**src/rtl/mbist_pkg.sv**
```systemverilog
// rtl/mbist_pkg.sv - March C- BIST shared types and per-element tables
package mbist_pkg;

  typedef enum logic [1:0] {
    ST_IDLE,
    ST_RUN,
    ST_DRAIN,
    ST_DONE
  } mbist_state_e;

  typedef enum logic [2:0] {
    M0,
    M1,
    M2,
    M3,
    M4,
    M5
  } march_elem_e;

  localparam int BIST_OPS = 640;

  // One bit per element, indexed by march_elem_e.
  localparam logic [5:0] ELEM_UP      = 6'b000111;
  localparam logic [5:0] ELEM_TWO_OPS = 6'b011110;
  localparam logic [5:0] ELEM_RD_ONE  = 6'b010100;
  localparam logic [5:0] ELEM_WR_ONE  = 6'b001010;

  function automatic march_elem_e elem_succ(input march_elem_e e);
    return (e == M5) ? M5 : march_elem_e'(e + 3'd1);
  endfunction

endpackage

```
**src/rtl/mbist_addr_gen.sv**
```systemverilog
// rtl/mbist_addr_gen.sv - up/down address counter with load and terminal flag
module mbist_addr_gen #(
  parameter int ADDR_W = 6
) (
  input  logic              clk,
  input  logic              rst_n,
  input  logic              load,
  input  logic              load_up,
  input  logic              en,
  input  logic              up,
  output logic [ADDR_W-1:0] addr,
  output logic              tc
);

  localparam logic [ADDR_W-1:0] ADDR_MAX = '1;

  always_ff @(posedge clk or negedge rst_n) begin
    if (!rst_n) begin
      addr <= '0;
    end else if (load) begin
      addr <= load_up ? '0 : ADDR_MAX;
    end else if (en) begin
      addr <= up ? addr + 1'b1 : addr - 1'b1;
    end
  end

  // Terminal address depends on direction; the counter never wraps.
  assign tc = up ? (addr == ADDR_MAX) : (addr == '0);

endmodule

```
**src/rtl/mbist_march_ctrl.sv**
```systemverilog
// rtl/mbist_march_ctrl.sv - March C- BIST controller sharing a single-port SRAM
module mbist_march_ctrl #(
  parameter int                ADDR_W = 6,
  parameter int                DATA_W = 8,
  parameter logic [DATA_W-1:0] BG0    = 8'h00
) (
  input  logic              clk,
  input  logic              rst_n,
  input  logic              start,
  input  logic              func_cs,
  input  logic              func_rwbar,
  input  logic [ADDR_W-1:0] func_addr,
  input  logic [DATA_W-1:0] func_din,
  output logic [DATA_W-1:0] func_dout,
  output logic              cs,
  output logic              rwbar,
  output logic [ADDR_W-1:0] ramaddr,
  output logic [DATA_W-1:0] ramin,
  input  logic [DATA_W-1:0] ramout,
  output logic              busy,
  output logic              done,
  output logic              fail,
  output logic [ADDR_W-1:0] fail_addr,
  output logic [2:0]        fail_elem,
  output logic [DATA_W-1:0] fail_data
);

  import mbist_pkg::*;

  mbist_state_e      state_q, state_d;
  march_elem_e       elem_q, elem_nx;
  logic              phase_q;
  logic [ADDR_W-1:0] addr;
  logic              tc;
  logic              run_start, in_run, two_ops, is_read, last_of_addr, elem_end;
  logic              ag_load, ag_load_up, ag_en;

  logic              pv_valid;
  logic [DATA_W-1:0] pv_exp;
  logic [ADDR_W-1:0] pv_addr;
  logic [2:0]        pv_elem;
  logic              miscompare;

  assign run_start    = start && ((state_q == ST_IDLE) || (state_q == ST_DONE));
  assign in_run       = (state_q == ST_RUN);
  assign two_ops      = ELEM_TWO_OPS[elem_q];
  assign is_read      = two_ops ? !phase_q : (elem_q == M5);
  assign last_of_addr = !two_ops || phase_q;
  assign elem_end     = in_run && last_of_addr && tc;
  assign elem_nx      = elem_succ(elem_q);

  always_ff @(posedge clk or negedge rst_n) begin
    if (!rst_n) state_q <= ST_IDLE;
    else        state_q <= state_d;
  end

  always_comb begin
    state_d = state_q;
    case (state_q)
      ST_IDLE, ST_DONE: if (run_start) state_d = ST_RUN;
      ST_RUN:           if (elem_end && (elem_q == M5)) state_d = ST_DRAIN;
      ST_DRAIN:         state_d = ST_DONE;
      default:          state_d = ST_IDLE;
    endcase
  end

  // Within a two-op element phase 0 is the read and phase 1 the write.
  always_ff @(posedge clk or negedge rst_n) begin
    if (!rst_n) begin
      elem_q  <= M0;
      phase_q <= 1'b0;
    end else if (run_start) begin
      elem_q  <= M0;
      phase_q <= 1'b0;
    end else if (in_run) begin
      if (last_of_addr) begin
        phase_q <= 1'b0;
        if (tc) elem_q <= elem_nx;
      end else begin
        phase_q <= 1'b1;
      end
    end
  end

  assign ag_load    = run_start || (elem_end && (elem_q != M5));
  assign ag_load_up = run_start ? ELEM_UP[M0] : ELEM_UP[elem_nx];
  assign ag_en      = in_run && last_of_addr && !tc;

  mbist_addr_gen #(.ADDR_W(ADDR_W)) u_addr_gen (
    .clk     (clk),
    .rst_n   (rst_n),
    .load    (ag_load),
    .load_up (ag_load_up),
    .en      (ag_en),
    .up      (ELEM_UP[elem_q]),
    .addr    (addr),
    .tc      (tc)
  );

  assign busy      = in_run || (state_q == ST_DRAIN);
  assign done      = (state_q == ST_DONE);
  assign func_dout = ramout;

  always_comb begin
    cs      = func_cs;
    rwbar   = func_rwbar;
    ramaddr = func_addr;
    ramin   = func_din;
    if (busy) begin
      cs      = in_run;
      rwbar   = is_read;
      ramaddr = addr;
      ramin   = ELEM_WR_ONE[elem_q] ? ~BG0 : BG0;
    end
  end

  // Read data returns a cycle late, so each read's context is held one stage.
  always_ff @(posedge clk or negedge rst_n) begin
    if (!rst_n) begin
      pv_valid <= 1'b0;
      pv_exp   <= '0;
      pv_addr  <= '0;
      pv_elem  <= '0;
    end else begin
      pv_valid <= in_run && is_read;
      pv_exp   <= ELEM_RD_ONE[elem_q] ? ~BG0 : BG0;
      pv_addr  <= addr;
      pv_elem  <= elem_q;
    end
  end

  assign miscompare = pv_valid && (ramout != pv_exp);

  always_ff @(posedge clk or negedge rst_n) begin
    if (!rst_n) begin
      fail      <= 1'b0;
      fail_addr <= '0;
      fail_elem <= '0;
      fail_data <= '0;
    end else if (run_start) begin
      fail      <= 1'b0;
      fail_addr <= '0;
      fail_elem <= '0;
      fail_data <= '0;
    end else if (miscompare && !fail) begin
      fail      <= 1'b1;
      fail_addr <= pv_addr;
      fail_elem <= pv_elem;
      fail_data <= ramout;
    end
  end

endmodule
```
**config.mk**
```make
export PLATFORM = sky130hd
export DESIGN_NAME = mbist_march_ctrl
export DESIGN_NICKNAME = d
export VERILOG_FILES = /design/src/rtl/mbist_pkg.sv /design/src/rtl/mbist_addr_gen.sv /design/src/rtl/mbist_march_ctrl.sv
export SDC_FILE = /design/constraint.sdc
export NUM_CORES = 1
export LEC_CHECK = 0
export ABC_AREA = 0
export ABC_CLOCK_PERIOD_IN_PS = 3300
export CORE_MARGIN = 2
export CORE_UTILIZATION = 50
export CTS_CLUSTER_SIZE = 14
export DETAILED_ROUTE_END_ITERATION = 8
export PLACE_DENSITY = 0.86
export SLEW_MARGIN = 20
export SYNTH_ARGS = -nofsm -noshare
export SYNTH_HDL_FRONTEND = slang
export SYNTH_SLANG_ARGS = --single-unit
```
**constraint.sdc**
```tcl
create_clock -name clk -period 3.3 [get_ports clk]
set_clock_uncertainty 0.1 [all_clocks]
set_input_delay 0.99 -clock clk [delete_from_list [all_inputs] [get_ports clk]]
set_output_delay 0.99 -clock clk [all_outputs]
set_load 0.05 [all_outputs]
```
==> impl_metrics.json <==
{
  "yosysUniqueCellTypes": 47,
  "diodes": 0,
  "initial_core_util": 0.514,
  "hold_path_class": "reg -> reg",
  "required_ns": 2.21,
  "grt_pass1_vias": 1751,
  "swShare": 0.444,
  "tightestPinTransition_ns": 0.837,
  "fmax_mhz": 342,
  "area_delta_synth_final_pct": 41.5,
  "cts_sinks": 41,
  "numPortBuffers": 70,
  "cts_root_buffer": "clkbuf_8",
  "hold_buffers": 0,
  "fillers": 321,
  "maxCapViolations": 0,
  "post_cts_resized": 0,
  "grt_pass1_wl_mm": 7.97,
  "netlist_area_um2": 2210,
  "antenna_found_initial": 0,
  "die_area_um2": 4960,
  "synth_nets": 246,
  "clk_pin_slew_worst_paths_ns": 0.08,
  "pwr-share-comb": 0.560,
  "synthArstFlopShare": 1.00,
  "num_vias": 1779,
  "clock_path_buffers": 2,
  "hp-start": "u_addr_gen.addr[2]",
  "via_per_inst": 5.41,
  "leakagePower_uw": 0.00139,
  "cp_slowest_cell": "clkdlybuf4s50_1",
  "ys_ff_latch": 41,
  "synthTopCellsByArea": "dfrtp_1, mux2i_1, nor2_1, ha_1, a21o_1",
  "drc": 0,
  "end_kind": "output port",
  "crit_chain": "clkdlybuf4s50_1 > mux2_2 > buf_12",
  "grt_usage": 0.201,
  "num_rows": 24,
  "synth_top_area_share": 0.465,
  "htree_num_levels": 2,
  "avgSynthCellArea_um2": 10.5,
  "period_share": 0.886,
  "final_util": 0.727,
  "gp_congestion": 0.768,
  "wl_mm": 4.63,
  "first_pass_iters": 4,
  "path_max_fanout": 1,
  "maxSlewViolCount": 0,
  "first_iter_violations": 136,
  "die_h_um": 70.4,
  "worstSetupPathType": "in -> out",
  "final_net_count": 311,
  "tritoncts": "done",
  "post-synth-top-count-cell": "dfrtp_1",
  "cp_data_arrival_time_ns": 1.83,
  "r2r-start": "elem_q[0]",
  "hold-path-endpoint": "pv_addr[2]",
  "seq_power_share": 0.301,
  "whs_ns": 0.393,
  "fp.coreArea_um2": 4290,
  "r2r_slack_ns": 0.77,
  "p_clk_frac": 0.138,
  "yosys.area.top_type": "dfrtp_1",
  "max_stage_delay_ns": 0.40,
  "seq_area_frac_synth": 0.465,
  "syn_inst": 211,
  "synth-edff-count": 0,
  "place_area_um2": 3030,
  "hold_viol": 0,
  "layout-drive-gt1-share": 0.177,
  "relSlewSlack": 0.442,
  "rsz0062_at_grt": "no",
  "insertion_delay_ns": 0.30,
  "ff2ff_path_depth": 9,
  "crit_buf_inv": 2,
  "setup_viol": 0,
  "synth_commonest_cells": "dfrtp_1, nor2_1, mux2i_1, inv_1, nand2_1",
  "reg2reg_to": "u_addr_gen.addr[5]",
  "cell_internal_pwr_uw": 1290,
  "cts_setup_buffers": 0,
  "ys_warn_count": 0,
  "pin_count": 71,
  "tns_ns": 0,
  "holdPathStages": 0,
  "post-dp-hpwl_mm": 3.58,
  "worst_ir_drop_vdd_mv": 0.592,
  "critPathLaunchType": "primary input",
  "cts_inserted_buffers": 5,
  "p_per_area_nw_per_um2": 746,
  "postLayoutCellArea_um2": 3120,
  "gr-total-overflow": 0,
  "synth-main-ff-cell": "dfrtp_1",
  "grt_max_degree": 42,
  "drtAntennaViolNets": 0,
  "cpLargestDelayFamily": "buffers and inverters",
  "status": "finished clean",
  "min_period_ns": 2.92,
  "dieWidth_um": 70.4,
  "p_switching_uw": 1030,
  "crit_start": "func_addr[3]",
  "wire_per_inst_um": 14.1
}
## through the flow
| step | total power [uW] | cells | setup WS (ns) |
|---|---|---|---|
| after floorplan | 1540 | 211 | 0.136 |
| after global placement | 1990 | 321 | 0.157 |
| after detailed placement | 2020 | 321 | 0.0774 |
| after CTS | 2350 | 329 | 0.372 |
| after global routing | 2460 | 329 | 0.272 |
| final | 2330 | 329 | 0.376 |
## kinds of logic (layout without fill, tap and decap cells)
logic type	Yosys count	in the layout	share of synthesized area
flip-flops	41	41	0.465
buffers and inverters	28	94	0.0754
XOR/XNOR	5	5	0.0199
adder cells (fa/ha/maj)	8	8	0.0488
AO/OA/AOI/OAI	40	40	0.123
AND/OR/NAND/NOR	64	64	0.151
multiplexers	25	25	0.116
## flip-flops by register name (all words and copies together), names as in the netlist, 2 cells and up
name / flops
pv_addr: 6
fail_elem: 3
fail_data: 8
state_q: 2
u_addr_gen.addr: 6
elem_q: 3
fail_addr: 6
pv_elem: 3
## power by group through the flow
| stage | clock network, uW | registers (uW) | logic, uW |
|---|---|---|---|
| 3_5_place_dp | 0 | 713 | 1310 |
| 3_3_place_gp | 0 | 704 | 1290 |
| 2_1_floorplan | 0 | 709 | 827 |
| 4_1_cts | 330 | 703 | 1310 |
| 5_1_grt | 352 | 717 | 1390 |
| 6_report | 322 | 702 | 1300 |
## cell type report
cell class | instances | area [um^2] | share of cell area
well taps | 52 | 65.1 | 0.0209
clock buffers | 5 | 68.8 | 0.0221
inverters | 10 | 37.5 | 0.0120
flip-flops and latches | 41 | 1030 | 0.329
multi-input cells | 142 | 1020 | 0.328
clock inverters | 3 | 22.5 | 0.00722
repair buffers | 76 | 878 | 0.281
## layer usage
metal	up-vias	GRT usage	part of all wire
li1	864	-	-
met1	836	0.254	0.43
met2	75	0.336	0.49
met3	4	0.0505	0.078
met4	0	0.0641	0.0093
met5	-	0	0
## layout by cell type (no fill, tap or decap), drive strengths merged, types with 5 or more instances in the layout
cell / instances
clkdlybuf4s50: 44
dfrtp: 41
buf: 32
nor2: 29
mux2i: 20
inv: 10
nand2: 9
a21oi: 9
a21o: 8
o21ai: 8
ha: 7
clkbuf: 5
mux2: 5
nor3: 5
## worst reg2reg max path, stage by stage (launching register included)
cell	delay, ns
dfrtp_1	0.55
nand2_1	0.11
ha_1	0.25
inv_1	0.17
ha_1	0.25
a211oi_1	0.38
o21bai_1	0.12
a211oi_1	0.24
o21ai_0	0.11
a31oi_1	0.18
## worst max-delay path by stage
| stage | end | slack [ns] | cells after the start |
|---|---|---|---|
| 6_report | ramaddr[3] | 0.38 | 3 |
| 3_3_place_gp | fail_elem[1] | 0.16 | 7 |
| 5_1_grt | fail_addr[5] | 0.27 | 7 |
| 4_1_cts | ramaddr[3] | 0.37 | 3 |
| 3_5_place_dp | fail_elem[1] | 0.08 | 7 |
| 2_1_floorplan | rwbar | 0.14 | 3 |
No activity file was read; power rests on OpenSTA's default activity.
